<file path="src/rtl/sync_fifo_ctrl_if.sv">
// Handshake and status bundle between a FIFO owner and sync_fifo_ctrl.
interface sync_fifo_ctrl_if #(
   parameter int unsigned DATA_WIDTH = 41,
   parameter int unsigned ADDR_WIDTH = 4
);
   localparam int unsigned CNT_W = ADDR_WIDTH + 1;

   logic                  flush;
   logic                  wr_en;
   logic [DATA_WIDTH-1:0] wr_data;
   logic                  rd_en;
   logic [DATA_WIDTH-1:0] rd_data;
   logic                  rd_valid;
   logic                  full;
   logic                  empty;
   logic                  almost_full;
   logic                  almost_empty;
   logic [CNT_W-1:0]      count;
   logic                  overflow;
   logic                  underflow;

   // Producer/consumer side: issues requests, observes data and status.
   modport master (
      output flush, wr_en, wr_data, rd_en,
      input  rd_data, rd_valid, full, empty, almost_full, almost_empty,
             count, overflow, underflow
   );

   // FIFO side: accepts requests, drives data and status.
   modport slave (
      input  flush, wr_en, wr_data, rd_en,
      output rd_data, rd_valid, full, empty, almost_full, almost_empty,
             count, overflow, underflow
   );
endinterface

</file>
<file path="src/rtl/sync_fifo_ctrl.sv">
// Single-clock FIFO controller for same-domain buffering of bridge packets.
// Occupancy count, programmable almost-full/almost-empty, standard or FWFT
// read path, synchronous flush and sticky overflow/underflow flags.
module sync_fifo_ctrl #(
   parameter int unsigned DATA_WIDTH = 41,
   parameter int unsigned ADDR_WIDTH = 4,
   parameter bit          FWFT       = 1'b0,
   parameter int unsigned AF_THRESH  = (2**ADDR_WIDTH) - 2,
   parameter int unsigned AE_THRESH  = 2
) (
   input  logic              clk,
   input  logic              rst_n,
   sync_fifo_ctrl_if.slave   fifo
);

   localparam int unsigned DEPTH = 2**ADDR_WIDTH;
   localparam int unsigned PTR_W = ADDR_WIDTH + 1;
   localparam int unsigned CNT_W = ADDR_WIDTH + 1;
   localparam bit          AF_RST = (AF_THRESH == 0);

   logic [DATA_WIDTH-1:0] mem_q [DEPTH];

   logic [PTR_W-1:0] wr_ptr_q, wr_ptr_d;
   logic [PTR_W-1:0] rd_ptr_q, rd_ptr_d;
   logic [CNT_W-1:0] count_q,  count_d;
   logic             full_q,   full_d;
   logic             empty_q,  empty_d;
   logic             af_q,     af_d;
   logic             ae_q,     ae_d;
   logic             ovf_q,    ovf_d;
   logic             unf_q,    unf_d;

   logic             wr_fire_c;
   logic             rd_fire_c;

   logic [ADDR_WIDTH-1:0] wr_idx_c;
   logic [ADDR_WIDTH-1:0] rd_idx_c;

   assign wr_idx_c = wr_ptr_q[ADDR_WIDTH-1:0];
   assign rd_idx_c = rd_ptr_q[ADDR_WIDTH-1:0];

   // Accept decisions use the registered flags; flush blocks both sides.
   always_comb begin
      wr_fire_c = 1'b0;
      rd_fire_c = 1'b0;
      if (!fifo.flush) begin
         wr_fire_c = fifo.wr_en && !full_q;
         rd_fire_c = fifo.rd_en && !empty_q;
      end
   end

   // Next-state for pointers, occupancy, level flags and sticky errors.
   always_comb begin
      wr_ptr_d = wr_ptr_q;
      rd_ptr_d = rd_ptr_q;
      count_d  = count_q;
      full_d   = full_q;
      empty_d  = empty_q;
      af_d     = af_q;
      ae_d     = ae_q;
      ovf_d    = ovf_q;
      unf_d    = unf_q;

      if (fifo.flush) begin
         wr_ptr_d = '0;
         rd_ptr_d = '0;
         count_d  = '0;
         full_d   = 1'b0;
         empty_d  = 1'b1;
         af_d     = AF_RST;
         ae_d     = 1'b1;
         ovf_d    = 1'b0;
         unf_d    = 1'b0;
      end else begin
         if (wr_fire_c) begin
            wr_ptr_d = wr_ptr_q + PTR_W'(1);
         end
         if (rd_fire_c) begin
            rd_ptr_d = rd_ptr_q + PTR_W'(1);
         end

         unique case ({wr_fire_c, rd_fire_c})
            2'b10:   count_d = count_q + CNT_W'(1);
            2'b01:   count_d = count_q - CNT_W'(1);
            default: count_d = count_q;
         endcase

         // Flags track the occupancy that will hold after this edge.
         full_d  = (count_d == CNT_W'(DEPTH));
         empty_d = (count_d == '0);
         af_d    = (32'(count_d) >= AF_THRESH);
         ae_d    = (32'(count_d) <= AE_THRESH);

         if (fifo.wr_en && full_q) begin
            ovf_d = 1'b1;
         end
         if (fifo.rd_en && empty_q) begin
            unf_d = 1'b1;
         end
      end
   end

   // Control state register with synchronous active-low reset.
   always_ff @(posedge clk) begin
      if (!rst_n) begin
         wr_ptr_q <= '0;
         rd_ptr_q <= '0;
         count_q  <= '0;
         full_q   <= 1'b0;
         empty_q  <= 1'b1;
         af_q     <= AF_RST;
         ae_q     <= 1'b1;
         ovf_q    <= 1'b0;
         unf_q    <= 1'b0;
      end else begin
         wr_ptr_q <= wr_ptr_d;
         rd_ptr_q <= rd_ptr_d;
         count_q  <= count_d;
         full_q   <= full_d;
         empty_q  <= empty_d;
         af_q     <= af_d;
         ae_q     <= ae_d;
         ovf_q    <= ovf_d;
         unf_q    <= unf_d;
      end
   end

   // Storage array; contents survive reset and flush.
   always_ff @(posedge clk) begin
      if (rst_n && wr_fire_c) begin
         mem_q[wr_idx_c] <= fifo.wr_data;
      end
   end

   generate
      if (FWFT) begin : g_fwft_read
         // Head word is presented directly; zero while nothing is stored.
         always_comb begin
            fifo.rd_data  = '0;
            fifo.rd_valid = !empty_q;
            if (!empty_q) begin
               fifo.rd_data = mem_q[rd_idx_c];
            end
         end
      end else begin : g_std_read
         logic [DATA_WIDTH-1:0] rd_data_q, rd_data_d;
         logic                  rd_valid_q, rd_valid_d;

         // Accepted read captures the head word; data holds otherwise.
         always_comb begin
            rd_data_d  = rd_data_q;
            rd_valid_d = rd_fire_c;
            if (rd_fire_c) begin
               rd_data_d = mem_q[rd_idx_c];
            end
         end

         // Read output register; reset clears data, flush only clears valid.
         always_ff @(posedge clk) begin
            if (!rst_n) begin
               rd_data_q  <= '0;
               rd_valid_q <= 1'b0;
            end else begin
               rd_data_q  <= rd_data_d;
               rd_valid_q <= rd_valid_d;
            end
         end

         assign fifo.rd_data  = rd_data_q;
         assign fifo.rd_valid = rd_valid_q;
      end
   endgenerate

   assign fifo.count        = count_q;
   assign fifo.full         = full_q;
   assign fifo.empty        = empty_q;
   assign fifo.almost_full  = af_q;
   assign fifo.almost_empty = ae_q;
   assign fifo.overflow     = ovf_q;
   assign fifo.underflow    = unf_q;

endmodule
</file>
<file path="src/flat_wrapper.sv">
// flat-port wrapper written by rule: the top's interface ports become plain ports
module sync_fifo_ctrl_flat 
#(
   parameter int unsigned DATA_WIDTH = 41,
   parameter int unsigned ADDR_WIDTH = 4,
   parameter bit          FWFT       = 1'b0,
   parameter int unsigned AF_THRESH  = (2**ADDR_WIDTH) - 2,
   parameter int unsigned AE_THRESH  = 2
)
  (clk, rst_n, fifo_flush, fifo_wr_en, fifo_wr_data, fifo_rd_en, fifo_rd_data, fifo_rd_valid, fifo_full, fifo_empty, fifo_almost_full, fifo_almost_empty, fifo_count, fifo_overflow, fifo_underflow);
  sync_fifo_ctrl_if #(.DATA_WIDTH(DATA_WIDTH), .ADDR_WIDTH(ADDR_WIDTH)) fifo_i ();
  input  logic clk;
  input  logic rst_n;
  input wire logic [$bits(fifo_i.flush)-1:0] fifo_flush;
  input wire logic [$bits(fifo_i.wr_en)-1:0] fifo_wr_en;
  input wire logic [$bits(fifo_i.wr_data)-1:0] fifo_wr_data;
  input wire logic [$bits(fifo_i.rd_en)-1:0] fifo_rd_en;
  output wire logic [$bits(fifo_i.rd_data)-1:0] fifo_rd_data;
  output wire logic [$bits(fifo_i.rd_valid)-1:0] fifo_rd_valid;
  output wire logic [$bits(fifo_i.full)-1:0] fifo_full;
  output wire logic [$bits(fifo_i.empty)-1:0] fifo_empty;
  output wire logic [$bits(fifo_i.almost_full)-1:0] fifo_almost_full;
  output wire logic [$bits(fifo_i.almost_empty)-1:0] fifo_almost_empty;
  output wire logic [$bits(fifo_i.count)-1:0] fifo_count;
  output wire logic [$bits(fifo_i.overflow)-1:0] fifo_overflow;
  output wire logic [$bits(fifo_i.underflow)-1:0] fifo_underflow;
  assign fifo_i.flush = fifo_flush;
  assign fifo_i.wr_en = fifo_wr_en;
  assign fifo_i.wr_data = fifo_wr_data;
  assign fifo_i.rd_en = fifo_rd_en;
  assign fifo_rd_data = fifo_i.rd_data;
  assign fifo_rd_valid = fifo_i.rd_valid;
  assign fifo_full = fifo_i.full;
  assign fifo_empty = fifo_i.empty;
  assign fifo_almost_full = fifo_i.almost_full;
  assign fifo_almost_empty = fifo_i.almost_empty;
  assign fifo_count = fifo_i.count;
  assign fifo_overflow = fifo_i.overflow;
  assign fifo_underflow = fifo_i.underflow;
  sync_fifo_ctrl #(.DATA_WIDTH(DATA_WIDTH), .ADDR_WIDTH(ADDR_WIDTH), .FWFT(FWFT), .AF_THRESH(AF_THRESH), .AE_THRESH(AE_THRESH)) u_core (.clk(clk), .rst_n(rst_n), .fifo(fifo_i));
endmodule
</file>
<file path="config.mk">
export PLATFORM = sky130hd
export DESIGN_NAME = sync_fifo_ctrl_flat
export DESIGN_NICKNAME = d
export VERILOG_FILES = /design/src/rtl/sync_fifo_ctrl_if.sv /design/src/rtl/sync_fifo_ctrl.sv /design/src/flat_wrapper.sv
export SDC_FILE = /design/constraint.sdc
export NUM_CORES = 1
export LEC_CHECK = 0
export CAP_MARGIN = 10
export CELL_PAD_IN_SITES_DETAIL_PLACEMENT = 1
export CELL_PAD_IN_SITES_GLOBAL_PLACEMENT = 2
export CORE_MARGIN = 1.5
export CORE_UTILIZATION = 35
export DETAILED_ROUTE_END_ITERATION = 10
export PLACE_DENSITY = 0.61
export SYNTH_ARGS = -nofsm -noshare
export SYNTH_HDL_FRONTEND = slang
export SYNTH_SLANG_ARGS = --single-unit
</file>
<file path="constraint.sdc">
create_clock -name clk -period 4.7 [get_ports clk]
set_input_delay 0.47 -clock clk [delete_from_list [all_inputs] [get_ports clk]]
set_output_delay 0.47 -clock clk [all_outputs]
set_load 0.02 [all_outputs]
</file>
# After elaboration in Yosys (flattened, before gate mapping)
# Memories as Yosys holds them, arrays and structs flattened. A register that Yosys moved wholly into a read port is not among the register bits.
# Cells that the tools add are included.
op_classes:
  mux: 6
  n_eq_ne: 3
  bitwise: 1
  add_sub_neg: 4
  n_reduce_logical: 10
  order_cmp: 2
ops:
  columns: ["op", "count"]
  rows:
  - ["adder 5 x 1 -> 5 bit, second input constant", 3]
  - ["one-hot mux 5 bit (2 select lines)", 1]
  - ["equality test 5 bit, second input constant", 1]
  - ["greater-or-equal comparator 5 x 4 -> 1 bit, second input constant", 1]
  - ["less-or-equal comparator 5 x 2 -> 1 bit, second input constant", 1]
  - ["logical AND 1 bit", 5]
  - ["zero test 5 bit", 1]
  - ["2-to-1 mux 5 bit", 1]
  - ["subtractor 5 x 1 -> 5 bit, second input constant", 1]
  - ["2-to-1 mux 1 bit", 4]
  - ["zero test 1 bit", 3]
  - ["equality test 2 x 1 -> 1 bit, second input constant", 1]
  - ["equality test 2 bit, second input constant", 1]
  - ["OR reduction 2 bit", 1]
  - ["inverter 1 bit", 1]
totals:
  mem_bits_rw: 656
  memories: 1
  wordCells: 37
  register_bits: 22
memory_table:
  columns: ["memory", "words", "width", "rd", "rd_clocked_by_memory_dff", "wr", "line", "source"]
  rows:
  - ["u_core.mem_q", 16, 41, 1, 1, 1, "sync_fifo_ctrl.sv:21", "logic [DATA_WIDTH-1:0] mem_q [DEPTH];"]

# Depth between registers and ports, before layout
# Gate-level depths: netlist of run 1.
logic_depth:
  ltp_word: 7
  depth_mapped: 11
  mapped_depth_nobuf: 10

# Worst setup path after synthesis of run 1
# Ideal clock, no wire load.
synth_timing:
  path_kind: "register -> register"
  start: "reg u_core.full_q, in the netlist u_core.fifo.full"
  end: "mem u_core.mem_q[7][0] (enable)"
  path_stages_with_launch: 6
  slack_ps: 249
  n_path_buf: 1
  t_arrival_ps: 3960
  cell_sequence: "dfxtp_1 > nand2b_1 > nor2_1 > clkbuf_1 > nand2_1 > nor3_1"
synth_between:
  elab_chain_len: 6
synth_lines:
  columns: ["item", "line", "source"]
  rows:
  - ["start: declaration", "sync_fifo_ctrl.sv:26", "logic full_q, full_d;"]
  - ["start signal: assignment", "sync_fifo_ctrl.sv:119", "full_q <= full_d;"]
  - ["zero test 1 bit", "sync_fifo_ctrl.sv:47", "wr_fire_c = fifo.wr_en && !full_q;"]
  - ["logical AND 1 bit", "sync_fifo_ctrl.sv:47", null]
  - ["2-to-1 mux 1 bit", "sync_fifo_ctrl.sv:46", "if (!fifo.flush) begin"]
  - ["logical AND 1 bit", "sync_fifo_ctrl.sv:130", "if (rst_n && wr_fire_c) begin"]
  - ["2-to-1 mux 1 bit", "sync_fifo_ctrl.sv:130", null]
  - ["2-to-1 mux 1 bit (not written as such)", "sync_fifo_ctrl.sv:131", "mem_q[wr_idx_c] <= fifo.wr_data;"]
  - ["end: declaration", "sync_fifo_ctrl.sv:21", null]
# No other way between the ends.

# Worst setup path after layout of run 1
layout_timing:
  start: "reg u_core.full_q, in the netlist u_core.fifo.full"
  end: "reg u_core.full_q, in the netlist u_core.fifo.full"
layout_between:
  elab_chain_len: 7
layout_lines:
  columns: ["item", "line", "source"]
  rows:
  - ["zero test 1 bit *", "sync_fifo_ctrl.sv:47", null]
  - ["logical AND 1 bit *", "sync_fifo_ctrl.sv:47", null]
  - ["2-to-1 mux 1 bit *", "sync_fifo_ctrl.sv:46", null]
  - ["equality test 2 x 1 -> 1 bit / equality test 2 bit (equally long branches)", "sync_fifo_ctrl.sv:82", "unique case ({wr_fire_c, rd_fire_c})"]
  - ["one-hot mux 5 bit (2 select lines) *", "sync_fifo_ctrl.sv:82", null]
  - ["2-to-1 mux 5 bit *", "sync_fifo_ctrl.sv:64", "if (fifo.flush) begin"]
  - ["equality test 5 bit *", "sync_fifo_ctrl.sv:89", "full_d = (count_d == CNT_W'(DEPTH));"]
# Every way passes the cells marked *; elsewhere a longest branch is shown, timed or not. The select of a mux whose other input is x is not followed.
# A chain may end at the register's enable or synchronous reset.

==> results.txt, run 1 <==
----------------------------------------------------
[Final layout]
  Post-layout instance area ... 0.0319 sq mm
  FF+latch area ... 0.0209 sq mm
  Number of nets in the final layout ... 1,338
  Non-filler instance count after layout ... 2,381
  Share of cells above drive strength 1 ... 26.7%
  Area delta synth->final ... 18.1%
  Footprint of the multi-input gates ... 0.00576 sq mm
  Count of filler cells inserted in the layout ... 7,011
  Count of inserted antenna diode cells ... 0

[Route]
  First-iteration detailed-routing DRC count ... 946
  Number of iterations in the first detailed-routing pass ... 5
  Residual DRC count ... 0
  Total wire length ... 62,600 um
  Routed via count ... 12,143
  Detailed-route vias per instance ... 5.10
  Post-route antenna net violation count ... 0
  Mean routed wirelength per cell ... 26.3 um

[Setup path]
  Type of origin of the critical path ... flop
  Crit path required time ... 5210 ps
  Data arrival time of the critical path ... 3370 ps
  Critical path capture point type ... flop
  Critical R2R Capture ... u_core.fifo.full$_SDFF_PP0_
  Worst setup path class ... flop to flop
  Worst-case reg-to-reg path depth ... 10
  Reg2Reg Launch Point ... u_core.fifo.full$_SDFF_PP0_
  Setup slack on the worst flop-to-flop path ... 1840 ps
  Peak fanout along the critical path ... 12

[Placement]
  Setup Slack @ Placement ... 1350 ps
  Gpl congestion ... 0.728
  Area post-placement ... 0.0294 sq mm
  Half-perimeter wire length of the detailed placement result ... 34,900 um
  Number of buffers inserted by port buffering ... 98
  Placed Cells incl. Taps ... 2,234

[Worst hold path]
  Worst Hold Depth ... 1
  Hold Crit Endpoint ... u_core.fifo.rd_data[22]$_SDFFE_PN0P_
  Worst Hold Launch ... u_core.fifo.rd_data[22]$_SDFFE_PN0P_
  Hold Crit Class ... flop to flop

[Clocking]
  Clock-pin transition on the worst setup and hold timing paths ... 60 ps
  Clock latency at the later pin of the worst-skew pair ... 610 ps
  Buffer type at the clock tree root ... clkbuf_16
  Hold-fix buffers, CTS ... 0
  Post-CTS setup buffer count ... 0
  Number of CTS-inserted buffers ... 79
  Count of instances resized after the clock tree is built ... 0
  H-Tree Level Count ... 3
  # clock sinks ... 717
  Maximum buffer depth of the clock tree ... 3
  Clock tree from TritonCTS ... yes

[Yosys]
  Count of yosys warnings during synthesis ... 0
  Synthesis-stage register bit count ... 717
  Portion of synthesized cell area occupied by the leading cell type ... 72.8%
  Cell taking the most area after synthesis ... edfxtp_1
  Portion of the post-synthesis area used by sequential elements ... 77.3%
  Average footprint of a synthesized cell ... 23.9 sq um
  Top post-synthesis cells by count ... 656 x edfxtp_1, 188 x mux4_2, 61 x dfxtp_1
  Number of library cell types mapped by synthesis ... 39
  Ys flop type ... edfxtp_1
  Top cells by area in the synthesized netlist ... edfxtp_1 73%, mux4_2 16%, dfxtp_1 4.5%
  Cell area after synthesis ... 0.0270 sq mm
  Cell with the most instances after synthesis ... edfxtp_1
  Number of enable flip-flop cells after synthesis ... 656
  Synth Instances ... 1,133
  Syn nets ... 1,186
  Async set-or-reset flop fraction in the synthesized netlist ... 0%

[Floorplan]
  Placeable Area ... 0.0762 sq mm
  Placement Rows ... 101
  Total die area ... 0.0790 sq mm
  I/O pin cnt ... 99
  Starting density of the core ... 35.5%
  Die extent in x ... 281 um
  Overall die height ... 281 um

[Power]
  Net switching fraction of the power ... 19.7%
  Reported leakage power ... 0.00968 uW
  Relative contribution of the clock network to total power ... 45.6%
  IR Drop Worst-Case VDD ... 0.203 mV
  Sequential fraction of design power ... 52.4%
  P_int ... 10,700 uW
  Portion of total power attributed to combinational logic ... 1.9%
  P per Cell Area ... 417 mW/mm^2
  Sw Pwr ... 2620 uW

[STA]
  Unrepaired setup endpoints after global routing ... false
  Final slew viol count ... 0
  Setup violators final ... 0
  Worst slew margin relative to its limit ... 36.2%
  Clock skew after layout ... 18.2 ps
  Final-layout setup total negative slack ... 0 ps
  Post-route minimum period ... 2860 ps
  Final hold viol count ... 0
  Worst-case setup margin in the final layout ... 1840 ps
  Final cycle utilization of the critical path ... 60.8%
  Max Fclk ... 0.350 GHz
  Transition time at the pin with the least slew margin ... 957 ps

[GRT]
  Wire length of the first global-routing pass ... 92,900 um
  Global Route Usage Sum ... 16.3%
  GRT overflow ... 0
  Pin count of the biggest net entering global routing ... 95
  Number of global-route vias before repair ... 13,252
  Antenna violations before repair ... 2

[Outcome]
  Run status ... finished, final reports clean

[Job]
  Max capacitance violation total ... 0

----------------------------------------------------
## power groups by stage
stage | clock network [uW] | registers, uW | logic, uW
2_1_floorplan | 0 | 7120 | 92.8
4_1_cts | 6230 | 6990 | 263
5_1_grt | 6460 | 6980 | 280
3_5_place_dp | 0 | 7120 | 263
3_3_place_gp | 0 | 7120 | 254
6_report | 6080 | 6990 | 257
## how the worst max path moves through the flow
| stage | slack [ps] | to | from | cells past startpoint |
|---|---|---|---|---|
| after global placement | 1440 | u_core.mem_q[9][5]$_DFFE_PP_ | fifo_wr_en | 8 |
| after global routing | 1570 | u_core.fifo.full$_SDFF_PP0_ | u_core.fifo.full$_SDFF_PP0_ | 10 |
| after floorplan | 250 | u_core.mem_q[7][0]$_DFFE_PP_ | u_core.fifo.full$_SDFF_PP0_ | 5 |
| after detailed placement | 1350 | u_core.fifo.almost_empty$_SDFF_PP1_ | fifo_rd_en | 11 |
| final | 1840 | u_core.fifo.full$_SDFF_PP0_ | u_core.fifo.full$_SDFF_PP0_ | 10 |
| after CTS | 1780 | u_core.fifo.rd_data[28]$_SDFFE_PN0P_ | u_core.rd_ptr_q[0]$_SDFFE_PP0P_ | 4 |
## critical path: stages, from the launching register on
cell and delay (ps):
dfxtp_1 330, nand2b_1 200, nor2_1 160, buf_4 210, inv_1 80, ha_1 430
a2111oi_0 420, a21oi_1 120, xor2_1 400, nand3_1 130, nor4b_1 290
## metrics by stage
step	utilization, %	hold slack [ps]	power, uW
after floorplan	-	534	7220
final	41.9	478	13300
after CTS	41.9	472	13500
after global placement	38.6	461	7370
after detailed placement	38.6	466	7380
after global routing	41.9	498	13700
## cell usage in the layout, fill, tap and decap left out, types with 2 or more instances in the layout
cell,count
clkinv_1,5
and2_1,2
xnor2_1,4
and2_2,4
a31oi_1,2
ha_1,7
edfxtp_1,656
clkbuf_8,10
nand2b_1,2
clkdlybuf4s50_1,98
clkbuf_1,29
dfxtp_1,57
buf_12,11
inv_1,5
and3_2,4
buf_4,25
nand2_1,10
nor3_2,4
nor2_4,4
nand3_1,3
mux2i_1,3
a41o_1,2
clkinv_2,10
a22o_1,41
clkinvlp_4,2
bufinv_16,5
mux4_2,188
nor2b_1,3
nand4_1,2
dfxtp_4,3
xor2_1,7
inv_6,4
clkbuf_16,81
a21oi_1,7
mux4_1,17
nor2_1,18
## state kept, by name, summed over array words and instances (netlist names)
register                  cells
u_core.mem_q                656
u_core.fifo.rd_data          41
u_core.fifo.count             5
u_core.rd_ptr_q               4
u_core.wr_ptr_q               4
u_core.fifo.almost_empty      1
u_core.fifo.almost_full       1
u_core.fifo.empty             1
u_core.fifo.full              1
u_core.fifo.overflow          1
u_core.fifo.rd_valid          1
u_core.fifo.underflow         1
## logic make-up (layout without fill, tap and decap cells)
logic type / Yosys count / count (layout) / share of synthesized area, %
DFF: 717 / 717 / 77.3
muxes: 209 / 209 / 17.5
buffers and inverters: 69 / 287 / 1.61
and+or+nand+nor: 62 / 62 / 1.16
AOI/OAI and AO/OA: 58 / 58 / 1.74
xor gates and xnor gates: 11 / 11 / 0.356
adders and majority gates: 7 / 7 / 0.324
## metal layers
| metal | vias up | part of all wire, % | GRT usage (%) |
|---|---|---|---|
| li1 | 5167 | - | - |
| met3 | 92 | 5.2 | 3.51 |
| met5 | - | 0.021 | 0 |
| met4 | 2 | 2.2 | 5.25 |
| met2 | 271 | 47 | 25.1 |
| met1 | 6611 | 46 | 23.2 |
## cell type report
class / count / share of cell area [%]
tap: 1030 / 4.03
clock buffer: 120 / 7.12
clock inverter: 27 / 0.877
timing repair buffer: 134 / 4.35
inverter: 6 / 0.0705
multi-input combinational: 347 / 18.0
sequential: 717 / 65.5
Note: power is estimated with default switching activity, not from simulation.
==> inputs of run 2 (changes only) <==
- clock period: 4.7 -> 2.5 ns (I/O delays scaled with it)
==> results.txt, run 2 (same netlist as run 1, synthesis figures left out) <==
----------------------------------------------------
[Setup path]
  Peak fanout along the critical path ... 18
  Worst setup path class ... flop to flop
  Data arrival time of the critical path ... 2720 ps
  Crit path required time ... 2980 ps
  Type of origin of the critical path ... flop
  Critical path capture point type ... flop

[Route]
  Number of iterations in the first detailed-routing pass ... 5
  Met3 routed wirelength ... 2290 um
  Routed via count ... 12,288
  Detailed route wirelength on metal2 ... 30,800 um
  Post-route antenna net violation count ... 0
  Detailed-route vias per instance ... 5.08
  Residual DRC count ... 0
  Highest metal layer with signal wires ... met4
  First-iteration detailed-routing DRC count ... 847
  Mean routed wirelength per cell ... 25.8 um
  Total wire length ... 62,300 um
  Wl on met1 ... 28,000 um

[Final layout]
  Count of filler cells inserted in the layout ... 6,951
  Number of nets in the final layout ... 1,384
  Register ranked first by flip-flop count ... u_core.mem_q
  Commonest non-fill, non-tap cells in the layout ... 656 x edfxtp_1, 188 x mux4_2, 98 x clkdlybuf4s50_1
  Share of cells above drive strength 1 ... 29.3%
  Area delta synth->final ... 21.1%
  Post-route core utilization ... 43.0%
  Most common library cell in the layout ignoring fill and taps ... edfxtp_1
  Flip-flop count of the largest register, all copies and words added ... 656
  Post-layout instance area ... 0.0328 sq mm
  Count of inserted antenna diode cells ... 0

[Floorplan]
  Starting density of the core ... 35.5%
  Placement Rows ... 101
  Total die area ... 0.0790 sq mm
  Die extent in x ... 281 um
  I/O pin cnt ... 99
  Overall die height ... 281 um
  Placeable Area ... 0.0762 sq mm

[Clocking]
  Hold-fix buffers, CTS ... 0
  # clock sinks ... 717
  Maximum buffer depth of the clock tree ... 3
  Buffer type at the clock tree root ... clkbuf_16
  Clock-pin transition on the worst setup and hold timing paths ... 50 ps
  Clock tree from TritonCTS ... yes
  Number of CTS-inserted buffers ... 78
  H-Tree Level Count ... 3
  Clock latency at the later pin of the worst-skew pair ... 600 ps

[STA]
  Clock skew after layout ... 14.4 ps
  Final slew viol count ... 0
  Transition time at the pin with the least slew margin ... 625 ps
  Unrepaired setup endpoints after global routing ... false
  Final hold viol count ... 0
  Post-route minimum period ... 2240 ps
  Max Fclk ... 0.446 GHz
  Setup violators final ... 0
  Worst slew margin relative to its limit ... 58.3%
  Final cycle utilization of the critical path ... 89.7%

[GRT]
  Antenna violations before repair ... 0
  Pin count of the biggest net entering global routing ... 61
  GRT overflow ... 0
  Number of global-route vias before repair ... 13,516
  Global Route Usage Sum ... 16.3%
  Wire length of the first global-routing pass ... 92,500 um

[Placement]
  Half-perimeter wire length of the detailed placement result ... 35,800 um
  Gpl congestion ... 0.710
  Area post-placement ... 0.0302 sq mm
  Number of buffers inserted by port buffering ... 98

[Job]
  Max capacitance violation total ... 0

[Outcome]
  Run status ... finished, final reports clean

[Power]
  IR Drop Worst-Case VDD ... 0.396 mV
  P per Cell Area ... 759 mW/mm^2
  Reported leakage power ... 0.0100 uW

[Worst hold path]
  Hold Crit Class ... primary input to flop

----------------------------------------------------
## run 2: cell types whose count changed in the layout (fill, tap and decap cells not counted), sizes merged
cell | previous run | this run
inv | 11 | 6
clkinv | 15 | 25
clkbuf | 120 | 103
bufinv | 5 | 7
buf | 36 | 83
## run 2: metrics by stage
stage,worst slack (ps),instances,TNS [ps],total power [uW],hold WS [ps]
floorplan,-146,1133,-17910,13600,349
global route,23.3,2418,0,25700,320
finish,257,2418,0,24900,304
detailed placement,-285,2281,-1920,13900,465
global placement,-198,2281,-643,13900,458
CTS,29.4,2418,0,25200,269
## run 2: per-layer routing
layer | vias to the layer above | GRT usage, %
met4 | 0 | 4.67
met1 | 6744 | 22.3
met3 | 71 | 2.75
met5 | - | 0
met2 | 217 | 26.8
li1 | 5256 | -
## run 2: layout make-up
type	count	area (sq um)	share of cell area, %
Timing Repair Buffer	181	2200	6.73
Tap cell	1030	1290	3.93
Multi-Input combinational cell	347	5810	17.7
Clock inverter	34	333	1.02
Inverter	6	22.5	0.0688
Sequential cell	717	20900	63.9
Clock buffer	103	2160	6.59
## run 2: critical path: stages, from the launching register on
cell and delay (ps):
dfxtp_4 370, buf_12 210, buf_12 200, mux4_1 570, mux4_2 530, a22o_1 210
## run 2: where the power goes
group | internal [uW] | switching [uW]
clock | 6760 | 4460
combinational | 208 | 299
sequential | 13100 | 15.6
## run 2: path summary, 6_finish.rpt
| kind | cells after the start | slack, ps | start | endpoint |
|---|---|---|---|---|
| setup / recovery | 5 | 260 | u_core.rd_ptr_q[0]$_SDFFE_PP0P_ | u_core.fifo.rd_data[11]$_SDFFE_PN0P_ |
| hold / removal | 3 | 300 | fifo_wr_en | u_core.fifo.overflow$_SDFFE_PP0P_ |
| setup reg to reg | 5 | 260 | u_core.rd_ptr_q[0]$_SDFFE_PP0P_ | u_core.fifo.rd_data[11]$_SDFFE_PN0P_ |
| hold reg to reg | 1 | 480 | u_core.fifo.rd_data[33]$_SDFFE_PN0P_ | u_core.fifo.rd_data[33]$_SDFFE_PN0P_ |
## run 2: what timing repair did
item,CTS,global route
endpoints found under the setup margin,0,4
setup buffers,0,0
resized for setup,0,6
==> inputs of run 3 (changes only) <==
- ABC_AREA: default -> 1
- CAP_MARGIN: 10 -> 20
- CORE_UTILIZATION: 35 -> 39
- PLACE_DENSITY: 0.61 -> 0.74
==> results.txt, run 3 <==
----------------------------------------------------
[Power]
  P_int ... 19,600 uW
  Sw Pwr ... 5280 uW
  Sequential fraction of design power ... 53.0%
  Net switching fraction of the power ... 21.3%
  Relative contribution of the clock network to total power ... 43.9%
  Reported leakage power ... 0.0110 uW
  IR Drop Worst-Case VDD ... 0.490 mV
  P per Cell Area ... 753 mW/mm^2
  Portion of total power attributed to combinational logic ... 3.1%

[Clocking]
  H-Tree Level Count ... 3
  Hold-fix buffers, CTS ... 0
  Clock latency at the later pin of the worst-skew pair ... 640 ps
  # clock sinks ... 717
  Clock tree from TritonCTS ... yes
  Maximum buffer depth of the clock tree ... 3
  Number of CTS-inserted buffers ... 78
  Count of instances resized after the clock tree is built ... 0
  Clock-pin transition on the worst setup and hold timing paths ... 60 ps
  Buffer type at the clock tree root ... clkbuf_16
  Post-CTS setup buffer count ... 0

[Route]
  Number of iterations in the first detailed-routing pass ... 5
  Routed via count ... 18,171
  Total wire length ... 79,700 um
  Detailed-route vias per instance ... 5.58
  First-iteration detailed-routing DRC count ... 1,318
  Residual DRC count ... 0
  Post-route antenna net violation count ... 0
  Mean routed wirelength per cell ... 24.5 um

[GRT]
  GRT overflow ... 0
  Antenna violations before repair ... 1
  Wire length of the first global-routing pass ... 120,000 um
  Number of global-route vias before repair ... 19,337
  Pin count of the biggest net entering global routing ... 98
  Global Route Usage Sum ... 21.7%

[Floorplan]
  Overall die height ... 270 um
  Placeable Area ... 0.0704 sq mm
  Total die area ... 0.0730 sq mm
  Placement Rows ... 97
  Starting density of the core ... 39.5%
  I/O pin cnt ... 99
  Die extent in x ... 270 um

[Yosys]
  Portion of the post-synthesis area used by sequential elements ... 75.2%
  Portion of synthesized cell area occupied by the leading cell type ... 70.8%
  Async set-or-reset flop fraction in the synthesized netlist ... 0%
  Number of enable flip-flop cells after synthesis ... 656
  Count of yosys warnings during synthesis ... 0
  Syn nets ... 2,192
  Synth Instances ... 2,139
  Average footprint of a synthesized cell ... 13.0 sq um
  Number of library cell types mapped by synthesis ... 35
  Top cells by area in the synthesized netlist ... edfxtp_1 71%, o21ai_0 6.9%, nor2_1 5.7%
  Cell taking the most area after synthesis ... edfxtp_1
  Cell area after synthesis ... 0.0278 sq mm
  Cell with the most instances after synthesis ... edfxtp_1
  Ys flop type ... edfxtp_1
  Top post-synthesis cells by count ... 656 x edfxtp_1, 420 x nor2_1, 383 x o21ai_0
  Synthesis-stage register bit count ... 717

[Outcome]
  Run status ... finished, final reports clean

[Placement]
  Setup Slack @ Placement ... 158 ps
  Half-perimeter wire length of the detailed placement result ... 44,200 um
  Number of buffers inserted by port buffering ... 98
  Gpl congestion ... 0.759

[Final layout]
  Number of nets in the final layout ... 2,302
  Flip-flop count of the largest register, all copies and words added ... 656
  Count of filler cells inserted in the layout ... 7,106
  Share of cells above drive strength 1 ... 9.64%
  Area delta synth->final ... 18.6%
  Register ranked first by flip-flop count ... u_core.mem_q
  Commonest non-fill, non-tap cells in the layout ... 656 x edfxtp_1, 404 x nor2_1, 383 x o21ai_0
  Most common library cell in the layout ignoring fill and taps ... edfxtp_1

[STA]
  Post-route minimum period ... 2040 ps
  Unrepaired setup endpoints after global routing ... false
  Final cycle utilization of the critical path ... 81.6%
  Max Fclk ... 0.490 GHz
  Final hold viol count ... 0
  Setup violators final ... 0
  Clock skew after layout ... 24.8 ps
  Transition time at the pin with the least slew margin ... 733 ps
  Final slew viol count ... 0
  Worst-case setup margin in the final layout ... 461 ps
  Final-layout setup total negative slack ... 0 ps
  Worst slew margin relative to its limit ... 51.0%

[Setup path]
  Worst setup path class ... flop to flop
  Crit path required time ... 3070 ps
  Critical path, cell by cell ... inv_8 -> buf_12 -> buf_12 -> o21ai_0 -> o221ai_1 -> nand3_1 -> nand3_1 -> o211ai_1 -> inv_1
  Slowest cell on the critical path ... dfxtp_4
  Type of origin of the critical path ... flop
  Data arrival time of the critical path ... 2610 ps
  Maximum cell stage delay along the critical path ... 370 ps
  Peak fanout along the critical path ... 53
  Critical path capture point type ... flop
  Top cell family by delay on the critical path ... buffers and inverters
  Buffers and inverters on the worst path ... 4

[Job]
  Max capacitance violation total ... 0

[Worst hold path]
  Hold Crit Class ... primary input to flop

----------------------------------------------------
run 3: kinds of logic after synthesis:
kind of cell,share of synthesized area (%)
buf+inv,3.28
xor+xnor,0.0944
compound gates,14.0
flops,75.2
simple gates,7.15
fa+ha+maj,0.315
run 3: worst min-delay path, cell delays in order:
cell	delay [ps]
buf_2	160
inv_1	130
nor2_1	110
nand2_1	80
inv_1	50
run 3: final cells by class:
type	count	area, sq um	area share (%)
Antenna cell	1	2.50	0.00758
Clock buffer	102	2060	6.25
Clock inverter	42	329	0.997
Inverter	73	284	0.860
Multi-Input combinational cell	1201	6120	18.5
Sequential cell	717	20900	63.4
Tap cell	940	1180	3.56
Timing Repair Buffer	178	2100	6.37
run 3: worst paths after layout:
kind | slack (ps) | endpoint | start | cells past startpoint
max | 460 | u_core.fifo.rd_data[21]$_SDFFE_PN0P_ | u_core.rd_ptr_q[0]$_SDFFE_PP0P_ | 9
min | 200 | u_core.fifo.count[1]$_SDFF_PP0_ | rst_n | 5
min reg2reg | 490 | u_core.fifo.underflow$_SDFFE_PP0P_ | u_core.fifo.underflow$_SDFFE_PP0P_ | 2
max reg2reg | 460 | u_core.fifo.rd_data[21]$_SDFFE_PN0P_ | u_core.rd_ptr_q[0]$_SDFFE_PP0P_ | 9
run 3: layer usage:
layer	GRT usage (%)	part of all wire, %
met5	0	0
met4	7.29	2.6
met3	2.92	4.1
met2	37.9	51
met1	27.7	43
run 3: stage by stage:
stage          instance area (sq um)  hold WS, ps  utilization, %  instances  power (uW)
3_3_place_gp                   30600          462            43.5       3109       14200
6_report                       33000          199            46.9       3254       24800
4_1_cts                        33000          176            46.9       3253       25100
2_1_floorplan                  27900          349               -       2139       13700
3_5_place_dp                   30600          473            43.5       3109       14200
5_1_grt                        33000          214            46.9       3254       25600
run 3: power groups by stage:
stage | logic, uW | registers, uW | clock network, uW
after global routing | 838 | 13200 | 11600
after CTS | 777 | 13200 | 11200
final | 768 | 13200 | 10900
after floorplan | 291 | 13400 | 0
after detailed placement | 773 | 13400 | 0
after global placement | 746 | 13400 | 0
==> edit (settings of run 2) <==
`FWFT` is set to 1'b0 in 2 places; all go to 1'b1.
--- a/src/rtl/sync_fifo_ctrl.sv
+++ b/src/rtl/sync_fifo_ctrl.sv
@@ -4,7 +4,7 @@
 module sync_fifo_ctrl #(
    parameter int unsigned DATA_WIDTH = 41,
    parameter int unsigned ADDR_WIDTH = 4,
-   parameter bit          FWFT       = 1'b0,
+   parameter bit          FWFT       = 1'b1,
    parameter int unsigned AF_THRESH  = (2**ADDR_WIDTH) - 2,
    parameter int unsigned AE_THRESH  = 2
 ) (
--- a/src/flat_wrapper.sv
+++ b/src/flat_wrapper.sv
@@ -3,7 +3,7 @@
 #(
    parameter int unsigned DATA_WIDTH = 41,
    parameter int unsigned ADDR_WIDTH = 4,
-   parameter bit          FWFT       = 1'b0,
+   parameter bit          FWFT       = 1'b1,
    parameter int unsigned AF_THRESH  = (2**ADDR_WIDTH) - 2,
    parameter int unsigned AE_THRESH  = 2
 )
Behaviour: not the same (a bounded check fails within 4 cycles, from zero or initial values and one cycle with rst_n low).
==> edit against run 2 <==
The run now ends with negative setup slack left; count of clock-buffer cells in the layout fell by 14; register-to-register slack got worse by 90 ps; critical path depth rose by 2; power fell by 5.6%; largest cell class unchanged; wire length rose by 4.4%; sequential cell count fell by 38; clock skew barely moved; area after synthesis fell by 2.6%; core utilization rose by 0.75 points; synthesized cell count fell by 2.9%; setup slack got worse by 780 ps; design area fell by 0.60%.
==> edit: results (changes against run 2) <==
status finished, violations left; failing checks negative setup slack; first-pass detailed-route iteration total 5 (unchanged); synth warn 0 (unchanged); met3 wire len 2968 microns (+30%); largest net degree at the start of global routing 43 (-30%); CTS root buf clkbuf_16; max layer used met5; final cell count without fillers 2367 (-2.1%); HPWL Detailed 34310 microns (-4.2%); Clock Skew 14.72 ps (+0.3222 ps); Syn Nets 1154 (-2.7%); RePlAce Congestion 0.7124 (+0.32%); grt met2 use 28.40% (+1.6 points); Leak 10.09 nW (+0.81%); CP max-delay cell mux4_2; GR Util met1 23.25% (+0.93 points); vias 12240 (-0.42%); Placed Area 29710 sq um (-1.7%); worst setup margin -524.2 ps (-781.3 ps); Worst EP arrival 2770 ps (+50 ps); initial antenna violation count 3 (+3); peak supply drop 0.0004379 V (+11%); top cells by count, synth edfxtp_1 (656), mux4_2 (139), mux4_1 (66), and2_1 (42), nor2_1 (33); crit-path max cell delay 490 ps (-80 ps); WL met2 32890 microns (+6.7%); wirelength, routed 65060 microns (+4.4%); vias in the first global route 13660 (+1.1%); M1 WL 28240 microns (+0.83%); post-place setup slack -377.4 ps (-92.28 ps); Synth area leaders edfxtp_1 (75%), mux4_2 (12%), mux4_1 (6.6%); Placed Cells 2201 (-3.5%); register area share after synthesis 76.52% (-0.83 points); share of layout cells above drive strength 1 38.61% (+9.3 points); Nets 1399 (+1.1%); synth unique cells 40 (+2.6%); Slew HR 60.88% (+2.5 points); total CTS buffers 74 (-5.1%); global routing usage on met3 3.243% (+0.49 points); 1st-iter DRT viols 1105 (+30%); first-pass GRT wire length 95130 microns (+2.9%); Fill cells 6718 (-3.4%); Min-Delay Path Class input port to flip-flop; critical path fanouts, max 7 (-11); gr usage total 17.11% (+0.82 points); total negative slack -18950 ps (-18950 ps); sw frac 19.88% (+0.66 points); Setup violations, final 41 (+41); Post-Synthesis Cells 1100 (-2.9%)
## edit: cell count changes in the layout (fill, tap and decap cells not counted), moves of 9 or more
cell and change:
nor2_4 +9, buf_12 +16, and2_4 +41, clkdlybuf4s50_1 -41
dfxtp_1 -38, a22o_1 -41, buf_6 +55
## edit: cell families after synthesis
group | after synthesis | synth area share, %
flops | 679 | 76.52
mux | 208 | 18.58
simple gates | 111 | 2.213
buf+inv | 65 | 1.477
compound gates | 18 | 0.4654
xor+xnor | 11 | 0.3657
fa+ha+maj | 8 | 0.3800
## edit: power by group through the flow
| stage | Sequential [mW] | Clock [mW] | Combinational [mW] |
|---|---|---|---|
| after floorplan | 12.8 | 0 | 0.188 |
| after CTS | 12.5 | 10.6 | 0.609 |
| after global routing | 12.5 | 11.0 | 0.653 |
| final | 12.5 | 10.3 | 0.605 |
| after detailed placement | 12.7 | 0 | 0.550 |
| after global placement | 12.7 | 0 | 0.530 |
## edit: final cells by class
type	count	area (sq um)	share of cell area, %
Clock inverter	38	297.8	0.9147
Antenna cell	2	5.005	0.01537
Sequential cell	679	20170	61.96
Clock buffer	89	1972	6.057
Multi-Input combinational cell	356	5868	18.02
Inverter	6	22.52	0.06918
Tap cell	969	1212	3.724
Timing Repair Buffer	228	3007	9.235
## edit: worst paths after layout
check | slack [ps] | depth (start not counted) | start | endpoint
worst max-delay path | -520 | 7 | flip-flop | fifo_rd_data[17]
worst min-delay path | 290 | 2 | rst_n | u_core.fifo.empty
worst max register to register | 170 | 11 | u_core.fifo.full | u_core.fifo.full
worst min register to register | 480 | 2 | u_core.fifo.overflow | u_core.fifo.overflow
## edit: repair_timing
item | 4_1_cts | 5_1_grt
pin swaps | 0 | 7
resized for setup | 340 | 58
endpoints found under the setup margin | 41 | 46
buffers inserted | 27 | 9
gates cloned | 12 | 2
